`config.mk`:
```
export PLATFORM = sky130hd
export DESIGN_NAME = flm_alloc_flat
export DESIGN_NICKNAME = d
export VERILOG_FILES = /design/src/rtl/flm_pkg.sv /design/src/rtl/flm_alloc_if.sv /design/src/rtl/flm_pick.sv /design/src/rtl/flm_alloc.sv /design/src/flat_wrapper.sv
export SDC_FILE = /design/constraint.sdc
export NUM_CORES = 1
export LEC_CHECK = 0
export ABC_AREA = 1
export CAP_MARGIN = 25
export CORE_ASPECT_RATIO = 0.8
export CORE_MARGIN = 3
export CORE_UTILIZATION = 40
export CTS_BUF_LIST = sky130_fd_sc_hd__clkbuf_2 sky130_fd_sc_hd__clkbuf_4 sky130_fd_sc_hd__clkbuf_8
export DETAILED_ROUTE_END_ITERATION = 8
export PLACE_DENSITY = 0.83
export SLEW_MARGIN = 25
export SYNTH_ARGS = -nofsm -noshare
export SYNTH_HDL_FRONTEND = slang
export SYNTH_SLANG_ARGS = --single-unit
```
`constraint.sdc`:
```
create_clock -name clk -period 1.5 [get_ports clk]
set_input_delay 0.375 -clock clk [delete_from_list [all_inputs] [get_ports clk]]
set_output_delay 0.375 -clock clk [all_outputs]
set_load 0.1 [all_outputs]
```
`src/rtl/flm_pkg.sv`:
```
// flm_pkg: shared id types, onehot and rotate-priority-encode helpers for the free-list allocator
package flm_pkg;
  localparam int N_DEFAULT = 16;
  localparam int N_MAX = 64;
  localparam int W_MAX = $clog2(N_MAX);
  typedef logic [$clog2(N_DEFAULT)-1:0] id_t;
  typedef logic [N_DEFAULT-1:0] n_t;
  typedef struct packed {
    logic found;
    logic [W_MAX-1:0] idx;
  } pick_t;
  function automatic logic [N_MAX-1:0] onehot(input logic [W_MAX-1:0] id);
    onehot = '0;
    onehot[id] = 1'b1;
  endfunction
  function automatic pick_t rot_pe(input logic [N_MAX-1:0] v, input logic [W_MAX-1:0] ptr, input int n);
    logic [W_MAX-1:0] j;
    rot_pe = '0;
    for (int i = N_MAX - 1; i >= 0; i--) begin
      j = (ptr + W_MAX'(i)) & W_MAX'(n - 1);
      if (i < n && v[j]) rot_pe = '{1'b1, j};
    end
  endfunction
endpackage

```
`src/rtl/flm_alloc_if.sv`:
```
// flm_alloc_if: allocator bus; master drives gnt_vld/gnt_id/alloc_vld/alloc_id/empty_r, slave drives state_i/clear/gnt_rdy
interface flm_alloc_if
  import flm_pkg::*;
#(
  parameter int N = N_DEFAULT
);
  logic [N-1:0] state_i;
  logic clear;
  logic gnt_rdy;
  logic gnt_vld;
  logic [$clog2(N)-1:0] gnt_id;
  logic alloc_vld;
  logic [$clog2(N)-1:0] alloc_id;
  logic empty_r;
  modport master(input state_i, clear, gnt_rdy, output gnt_vld, gnt_id, alloc_vld, alloc_id, empty_r);
  modport slave(output state_i, clear, gnt_rdy, input gnt_vld, gnt_id, alloc_vld, alloc_id, empty_r);
endinterface

```
`src/rtl/flm_pick.sv`:
```
// flm_pick: combinational pick of the first set bit of avail at or above ptr (wrapping) -> found, pick
module flm_pick
  import flm_pkg::*;
#(
  parameter int N = N_DEFAULT
) (
  input  logic [N-1:0]         avail,
  input  logic [$clog2(N)-1:0] ptr,
  output logic                 found,
  output logic [$clog2(N)-1:0] pick
);
  pick_t p;
  assign p = rot_pe(N_MAX'(avail), W_MAX'(ptr), N);
  assign found = p.found;
  assign pick = $clog2(N)'(p.idx);
endmodule

```
`src/rtl/flm_alloc.sv`:
```
// flm_alloc: pre-stages a free id from tracker state and grants it over valid/ready (ports: clk, rst, bus b)
module flm_alloc
  import flm_pkg::*;
#(
  parameter int N  = N_DEFAULT,
  parameter int RR = 0
) (
  input logic      clk,
  input logic      rst,
  flm_alloc_if.master b
);
  localparam int W = $clog2(N);
  logic stg_vld_r, empty_r, stale, gnt_vld, fire, found;
  logic [W-1:0] stg_id_r, ptr_r, pick;
  logic [N-1:0] avail;
  assign stale = stg_vld_r & b.state_i[stg_id_r];
  assign gnt_vld = stg_vld_r & ~b.state_i[stg_id_r];
  assign fire = gnt_vld & b.gnt_rdy & ~b.clear;
  assign avail = ~b.state_i & ~(stg_vld_r ? N'(onehot(W_MAX'(stg_id_r))) : '0);
  flm_pick #(.N(N)) u_pick (
    .avail(avail),
    .ptr  (RR != 0 ? ptr_r : W'(0)),
    .found(found),
    .pick (pick)
  );
  assign b.gnt_vld = gnt_vld;
  assign b.gnt_id = stg_id_r;
  assign b.alloc_vld = fire;
  assign b.alloc_id = stg_id_r;
  assign b.empty_r = empty_r;
  always_ff @(posedge clk) begin
    if (rst) begin
      stg_vld_r <= 1'b0;
      stg_id_r <= '0;
      ptr_r <= '0;
      empty_r <= 1'b0;
    end else if (b.clear) begin
      stg_vld_r <= 1'b0;
      ptr_r <= '0;
      empty_r <= 1'b0;
    end else begin
      if (!stg_vld_r || fire || stale) begin
        stg_vld_r <= found;
        stg_id_r <= pick;
      end
      if (fire) ptr_r <= stg_id_r + W'(1);
      empty_r <= ~found & ~(stg_vld_r & ~fire);
    end
  end
  always_ff @(posedge clk) begin
    if (!rst && b.alloc_vld) assert (!b.state_i[b.alloc_id]);
  end
endmodule

```
`src/flat_wrapper.sv`:
```
// flat-port wrapper written by rule: the top's interface ports become plain ports
module flm_alloc_flat import flm_pkg::*;
#(
  parameter int N  = N_DEFAULT,
  parameter int RR = 0
)
  (clk, rst, b_state_i, b_clear, b_gnt_rdy, b_gnt_vld, b_gnt_id, b_alloc_vld, b_alloc_id, b_empty_r);
  flm_alloc_if #(.N(N)) b_i ();
  input logic clk;
  input logic rst;
  input wire logic [$bits(b_i.state_i)-1:0] b_state_i;
  input wire logic [$bits(b_i.clear)-1:0] b_clear;
  input wire logic [$bits(b_i.gnt_rdy)-1:0] b_gnt_rdy;
  output wire logic [$bits(b_i.gnt_vld)-1:0] b_gnt_vld;
  output wire logic [$bits(b_i.gnt_id)-1:0] b_gnt_id;
  output wire logic [$bits(b_i.alloc_vld)-1:0] b_alloc_vld;
  output wire logic [$bits(b_i.alloc_id)-1:0] b_alloc_id;
  output wire logic [$bits(b_i.empty_r)-1:0] b_empty_r;
  assign b_i.state_i = b_state_i;
  assign b_i.clear = b_clear;
  assign b_i.gnt_rdy = b_gnt_rdy;
  assign b_gnt_vld = b_i.gnt_vld;
  assign b_gnt_id = b_i.gnt_id;
  assign b_alloc_vld = b_i.alloc_vld;
  assign b_alloc_id = b_i.alloc_id;
  assign b_empty_r = b_i.empty_r;
  flm_alloc #(.N(N), .RR(RR)) u_core (.clk(clk), .rst(rst), .b(b_i));
endmodule
```
==> impl_metrics.csv, run 1 <==
group,metric,value,unit
power,clockPowerShare,20.5,%
floorplanning,num_io_pins,31,
worst_setup_path,worstReg2RegStart,"u_core.b.alloc_id[0]$_SDFFE_PP0P_",
route,wirelength,4314,µm
logic_synthesis,synth_edf_count,0,
logic_synthesis,yosysSeqAreaShare,15.17,%
worst_setup_path,worstPathRequired,1.12,ns
placement,place_inst,203,
logic_synthesis,synthTopCellsByCount,"nand2_1, inv_1, nor2_1, a21oi_1, nand3_1",
floorplanning,die_y,45.80,µm
worst_setup_path,worst_setup_path_end_kind,"output pin",
worst_setup_path,crit_path_cell_trace,"clkdlybuf4s50_1, inv_1, o211ai_1, nand2_1, nand2_2, nor3_4, nand3_2, clkinvlp_4, buf_12",
route,vias,1342,
timing,hold_viol,0,
logic_synthesis,yosysUniqueCellTypes,25,
timing,period_share,152.7,%
timing,rsz0062_at_grt,"yes",
cells_and_area,drive_gt1_share,42.19,%
power,switchingPower,0.0005082,W
power,p_int,0.0005490,W
timing,maxSlewViolCount,0,
cts,cts_root_buf,"clkbuf_4",
cts,cts.sinks,6,
min_path,hp-start,"b_clear",
cells_and_area,syn_to_final_growth,91.79,%
worst_setup_path,critical_path.max_stage_delay,0.50,ns
floorplanning,coreArea,1740,µm²
cells_and_area,finish.utilization,87.28,%
cts,cts_tree,"yes",
status,status,"finished, violations left",
min_path,hold_path.class,"in2reg",
placement,dpl.hpwl,2591,µm
logic_synthesis,yosys.area.top_type_share,17.06,%
worst_setup_path,startpoint_type,"input port",
cts,cts_hold_buf,0,
power,totalPowerFinal,0.001057,W
worst_setup_path,arrival,1.91,ns
flow_run,cap_violations,0,
logic_synthesis,syn_inst,136,
placement,port_buffers,30,
timing,fin_ws,-0.7898,ns
cts,path_clk_slew,0.06,ns
global_route,grt_usage,30.07,%
timing,clock.fmax,436.7,MHz
logic_synthesis,synth_nets,156,
route,ant_nets,0,
logic_synthesis,synth_area_leader_cell,"nand2_1",
power,seqPwrFrac,18.3,%
route,wl_per_cell,20.16,µm
logic_synthesis,yosysMostFrequentCell,"nand2_1",
route,drc,0,
worst_setup_path,rr_worst_depth,19,
min_path,min_path_cells,2,
route,drtPass1Iterations,5,
timing,layout_min_cycle_time,2.290,ns
logic_synthesis,ys_ff_latch,6,
cells_and_area,multiInputGateArea,611.8,µm²
timing,setup_violations,8,
power,power.density,696.0,nW/µm²
cts,clkLatencyLatePin,0.28,ns
timing,skew,0.001899,ns
worst_setup_path,rrSetupSlack,-0.74,ns
power,swShare,48.07,%
timing,setup_tns,-5.221,ns
cells_and_area,nFillCells,94,
cts,cts_buffer_depth,2,
logic_synthesis,async_flop_share,0,%
logic_synthesis,synth_area_leaders,"nand2_1, dfxtp_1, inv_1",
floorplanning,die_w,55.75,µm
global_route,grt_pass1_wl,5561,µm
timing,worst_pin_slew,0.2890,ns
power,p_leak,0.6998,nW
cts,numCtsBuffers,3,
worst_setup_path,critPathKind,"in2out",
logic_synthesis,yosys_warnings,0,
global_route,grt_max_degree,9,
logic_synthesis,ys.flop_type,"dfxtp_1",
floorplanning,die_area,2553,µm²
cells_and_area,antennaDiodeCount,0,
global_route,grt_overflow,0,
min_path,worstHoldEndpoint,"u_core.stg_vld_r$_SDFFE_PP0N_",
cells_and_area,final_cells,214,
logic_synthesis,netlist_area,792.0,µm²
placement,gp_congestion,0.8620,
worst_setup_path,r2r_end,"u_core.b.alloc_id[0]$_SDFFE_PP0P_",
status,failed_checks,"setup timing",
route,post_drt_via_cell_ratio,6.271,
global_route,grt_pass1_vias,1231,
floorplanning,num_rows,13,
timing,slew_headroom,80.57,%
global_route,antenna_found_initial,0,
cells_and_area,final_net_count,213,
worst_setup_path,crit_slowest_cell,"clkdlybuf4s50_1",
cells_and_area,seqCellArea,130.1,µm²
power,ir_drop,0.5770,mV
power,combinationalPowerShare,61.2,%
logic_synthesis,post_synth.cell_area_avg,5.824,µm²
timing,timing.hold.ws,0.7025,ns
worst_setup_path,critPathMaxFanout,3,
floorplanning,start_util,45.51,%
route,drt_iter0_drc,128,
cts,ctsHtreeMaxLevel,1,
flip-flops by register name, summed over array words and instances, names as in the netlist:
name	count
u_core.b.alloc_id	4
u_core.b.empty_r	1
u_core.stg_vld_r	1
cells by family after synthesis:
kind of cell	share of synthesized area (%)
buffers and inverters	18.64
AOI/OAI and AO/OA	27.96
and+or+nand+nor	38.23
DFF	15.17
worst max path at each step:
stage,cells past startpoint,from,end
2_1_floorplan,9,u_core.b.alloc_id[0]$_SDFFE_PP0P_,b_alloc_vld
3_3_place_gp,9,b_state_i[12],b_alloc_vld
3_5_place_dp,11,b_state_i[12],u_core.b.alloc_id[1]$_SDFFE_PP0P_
4_1_cts,10,u_core.b.alloc_id[0]$_SDFFE_PP0P_,b_alloc_vld
5_1_grt,9,b_state_i[14],b_alloc_vld
6_report,9,b_state_i[14],b_alloc_vld
power by group through the flow:
| stage | Combinational [W] | Sequential [W] | Clock (W) |
|---|---|---|---|
| 3_3_place_gp | 0.000537 | 0.000193 | 0 |
| 6_report | 0.000648 | 0.000193 | 0.000216 |
| 2_1_floorplan | 0.000268 | 0.000252 | 0 |
| 4_1_cts | 0.000580 | 0.000192 | 0.000199 |
| 5_1_grt | 0.000670 | 0.000195 | 0.000225 |
| 3_5_place_dp | 0.000558 | 0.000194 | 0 |
final cells by class:
type                            instances  area share, %
Clock buffer                            4          1.977
Inverter                               25          6.754
Multi-Input combinational cell         99          40.28
Sequential cell                         6          8.567
Tap cell                               22          1.812
Timing Repair Buffer                   58          40.61
stage by stage:
step	area [µm²]	setup WS (ns)
final	1519	-0.7898
after global routing	1519	-0.9944
after detailed placement	1351	-0.7979
after CTS	1439	-0.6156
after global placement	1351	-0.7016
after floorplan	808.3	-1.492
what timing repair did:
item | in CTS | in global routing
resized for setup | 22 | 10
pin swaps | 13 | 9
setup buffers | 1 | 6
setup endpoints to repair | 8 | 8
per-layer routing:
metal	vias to the layer above	wire, µm	global-route usage, %
li1	552	-	-
met4	0	384	20.87
met5	-	0	0
met1	585	1482	30.45
met3	45	555	9.065
met2	160	1892	54.95
worst max-delay path: cells and delay by family:
family,cells,cell delay [ns]
AND/OR/NAND/NOR,4,0.42
buffers and inverters,4,0.90
AO/OA/AOI/OAI,1,0.22
cell usage in the layout, fill, tap and decap left out:
cell type and n:
nand2_2 6, o21bai_2 1, o211ai_1 1, clkdlybuf4s50_1 13
inv_1 19, buf_4 27, a21oi_2 3, buf_12 11
a311oi_2 1, nand3_1 8, a22oi_1 1, dfxtp_1 2
nor2_2 3, dfxtp_2 2, nor2_4 3, o21ai_0 1
dfxtp_4 2, o21bai_1 7, a31oi_1 1, clkbuf_4 4
a211oi_2 1, o31ai_1 1, a211oi_1 1, nand2_1 31
o21ai_2 1, nand3_2 3, clkinv_4 1, nand4_1 1
o21ai_1 2, a22oi_2 3, inv_2 4, o21ai_4 1
a31oi_2 1, a21oi_1 7, clkinvlp_4 1, dlygate4sd2_1 6
nor2_1 9, buf_6 1, nor3_4 1
No activity file was read; power rests on OpenSTA's default activity.
==> inputs of run 2 (changes only) <==
- CORE_UTILIZATION: 40 -> 39
- CTS_BUF_LIST: sky130_fd_sc_hd__clkbuf_2 sky130_fd_sc_hd__clkbuf_4 sky130_fd_sc_hd__clkbuf_8 -> sky130_fd_sc_hd__clkbuf_8 sky130_fd_sc_hd__clkbuf_16
- PLACE_DENSITY: 0.83 -> 0.82
- SLEW_MARGIN: 25 -> 40
==> run 2 against run 1 <==
- the flow still finishes with violations (setup timing)
- cell area up 2.1%
- critical path depth did not move
- non-clock buffer count grew 1
- utilization increased by 0.16 points
- power increased by 2.4%
- global-route usage decreased by 3.0 points
- sequential cell count is the same
- fmax grew 5.3%
- worst setup slack better by 0.11 ns
- first-iteration DRC count shrank 38%
==> impl_metrics.csv, run 2 (synthesized netlist as in run 1, its figures left out) <==
group,metric,value,unit
worst_setup_path,crit_family,"buffers and inverters",
cts,numCtsBuffers,3,
cells_and_area,layout_common_cells,"nand2_1, buf_4, inv_1",
worst_setup_path,worstReg2RegStart,"u_core.b.alloc_id[0]$_SDFFE_PP0P_",
timing,layout_min_cycle_time,2.175,ns
floorplanning,num_io_pins,31,
global_route,grt_max_degree,9,
worst_setup_path,startpoint,"b_state_i[15]",
global_route,grt_usage,27.06,%
cells_and_area,largest_reg_flops,4,
route,wl_per_cell,16.58,µm
timing,skew,0.002803,ns
cells_and_area,final_common_cell,"nand2_1",
worst_setup_path,rrSetupSlack,-0.59,ns
cts,cts_hold_buf,0,
placement,port_buffers,30,
cts,cts_buffer_depth,2,
cells_and_area,antennaDiodeCount,0,
worst_setup_path,cp-endpoint,"b_alloc_vld",
cts,cts.sinks,6,
route,post_drt_via_cell_ratio,5.533,
cells_and_area,final_net_count,214,
worst_setup_path,startpoint_type,"input port",
floorplanning,coreArea,1773,µm²
timing,rsz0062_at_grt,"yes",
worst_setup_path,r2r_end,"u_core.b.alloc_id[2]$_SDFFE_PP0P_",
floorplanning,die_w,56.39,µm
floorplanning,start_util,44.67,%
global_route,grt_pass1_wl,5237,µm
worst_setup_path,worst_setup_path_end_kind,"output pin",
power,p_leak,0.7154,nW
floorplanning,die_area,2611,µm²
floorplanning,die_y,46.31,µm
route,drtPass1Iterations,4,
timing,slew_headroom,79.76,%
worst_setup_path,arrival,1.80,ns
timing,maxSlewViolCount,0,
timing,setup_tns,-4.413,ns
cts,cts_root_buf,"clkbuf_8",
placement,dpl.hpwl,2445,µm
cts,ctsHtreeMaxLevel,1,
route,ant_nets,0,
status,failed_checks,"setup timing",
power,power.density,698.3,nW/µm²
global_route,grt_overflow,0,
worst_setup_path,crit_path_cell_trace,"clkdlybuf4s50_1, nand3_1, o211ai_1, nand2_1, nand2_2, nor3_4, nand3_2, clkinvlp_4, buf_12",
cells_and_area,nFillCells,92,
worst_setup_path,path_buf_inv,3,
worst_setup_path,cp.depth,9,
worst_setup_path,rr_worst_depth,15,
route,drt_iter0_drc,79,
timing,hold_viol,0,
route,vias,1184,
power,ir_drop,0.6496,mV
placement,gp_congestion,0.9390,
worst_setup_path,critical_path.max_stage_delay,0.46,ns
timing,clock.fmax,459.8,MHz
cts,path_clk_slew,0.04,ns
floorplanning,num_rows,13,
cts,cts_tree,"yes",
worst_setup_path,critPathMaxFanout,2,
flow_run,cap_violations,0,
global_route,grt_pass1_vias,1095,
worst_setup_path,worstPathRequired,1.12,ns
placement,pre_cts_ws,-0.7686,ns
cells_and_area,drive_gt1_share,42.71,%
timing,setup_violations,8,
timing,period_share,145.0,%
status,status,"finished, violations left",
route,wirelength,3549,µm
worst_setup_path,critPathKind,"in2out",
cells_and_area,syn_to_final_growth,95.73,%
route,drc,0,
timing,fin_ws,-0.6748,ns
global_route,antenna_found_initial,0,
timing,worst_pin_slew,0.3011,ns
worst_setup_path,crit_slowest_cell,"clkdlybuf4s50_1",
min_path,hold_path.class,"reg2reg",
cts,clkLatencyLatePin,0.23,ns
-- run 2: changes by cell type in the layout (fill, tap and decap cells not counted), sizes merged --
cell,change
clkdlybuf4s50,-4
dlygate4sd2,+4
buf,+1
clkbuf,-1
clkinv,-1
inv,+1
-- run 2: how the worst min path moves through the flow --
stage                                             start                           endpoint  slack (ns)  cells past startpoint
after floorplan                                     rst  u_core.b.alloc_id[2]$_SDFFE_PP0P_        0.44                      1
after global placement    u_core.stg_vld_r$_SDFFE_PP0N_        u_core.b.empty_r$_SDFF_PP0_        0.65                      2
after detailed placement  u_core.stg_vld_r$_SDFFE_PP0N_        u_core.b.empty_r$_SDFF_PP0_        0.64                      2
after CTS                 u_core.stg_vld_r$_SDFFE_PP0N_        u_core.b.empty_r$_SDFF_PP0_        0.66                      2
after global routing      u_core.stg_vld_r$_SDFFE_PP0N_        u_core.b.empty_r$_SDFF_PP0_        0.68                      2
final                     u_core.stg_vld_r$_SDFFE_PP0N_        u_core.b.empty_r$_SDFF_PP0_        0.68                      2
-- run 2: timing repair --
| action | CTS | global route |
|---|---|---|
| setup buffers | 7 | 2 |
| resized for setup | 26 | 14 |
| endpoints found under the setup margin | 8 | 8 |
| pin swaps | 16 | 3 |
-- run 2: area by class of cell --
cell class / instances / area (µm²) / share of cell area [%]
repair buffers: 59 / 631.9 / 40.76
multi-input cells: 99 / 616.8 / 39.79
flip-flops and latches: 6 / 130.1 / 8.394
inverters: 25 / 102.6 / 6.618
clock buffers: 3 / 41.29 / 2.663
well taps: 22 / 27.53 / 1.776
-- run 2: power breakdown --
group / switching, W / leakage (nW) / internal (W) / total (W)
clock network: 0.0000891 / 0.0216 / 0.000174 / 0.000263
registers: 0.0000224 / 0.0514 / 0.000172 / 0.000195
logic: 0.000367 / 0.642 / 0.000258 / 0.000625
-- run 2: through the flow --
stage	utilization [%]	hold slack [ns]	std cells	cell area, µm²	total power, W
CTS	83.56	0.6618	212	1481	0.001029
finish	87.44	0.6760	214	1550	0.001083
floorplan	-	0.4400	136	808.3	0.0005200
detailed placement	75.79	0.6433	202	1344	0.0007474
global route	87.44	0.6787	214	1550	0.001124
global placement	75.79	0.6472	202	1344	0.0007364
-- run 2: per-layer routing --
layer	share of wire, %	GRT usage, %	wire (µm)	up-vias
met5	0	0	0	-
met4	2.7	12.32	97	0
met3	7.7	4.482	272	12
met2	48	46.85	1686	65
met1	42	33.66	1493	551
li1	-	-	-	556
-- run 2: worst reg2reg max path, stage by stage, from the launching register on --
cell,delay [ns]
dfxtp_4,0.39
nor2_4,0.08
a22oi_2,0.20
o211ai_1,0.13
nand2_1,0.12
nand2_2,0.08
nor3_4,0.14
nand3_2,0.13
buf_4,0.15
buf_4,0.14
nand2_4,0.08
nand2_4,0.06
inv_6,0.07
o21ai_2,0.05
o21ai_1,0.09
nor2_1,0.06
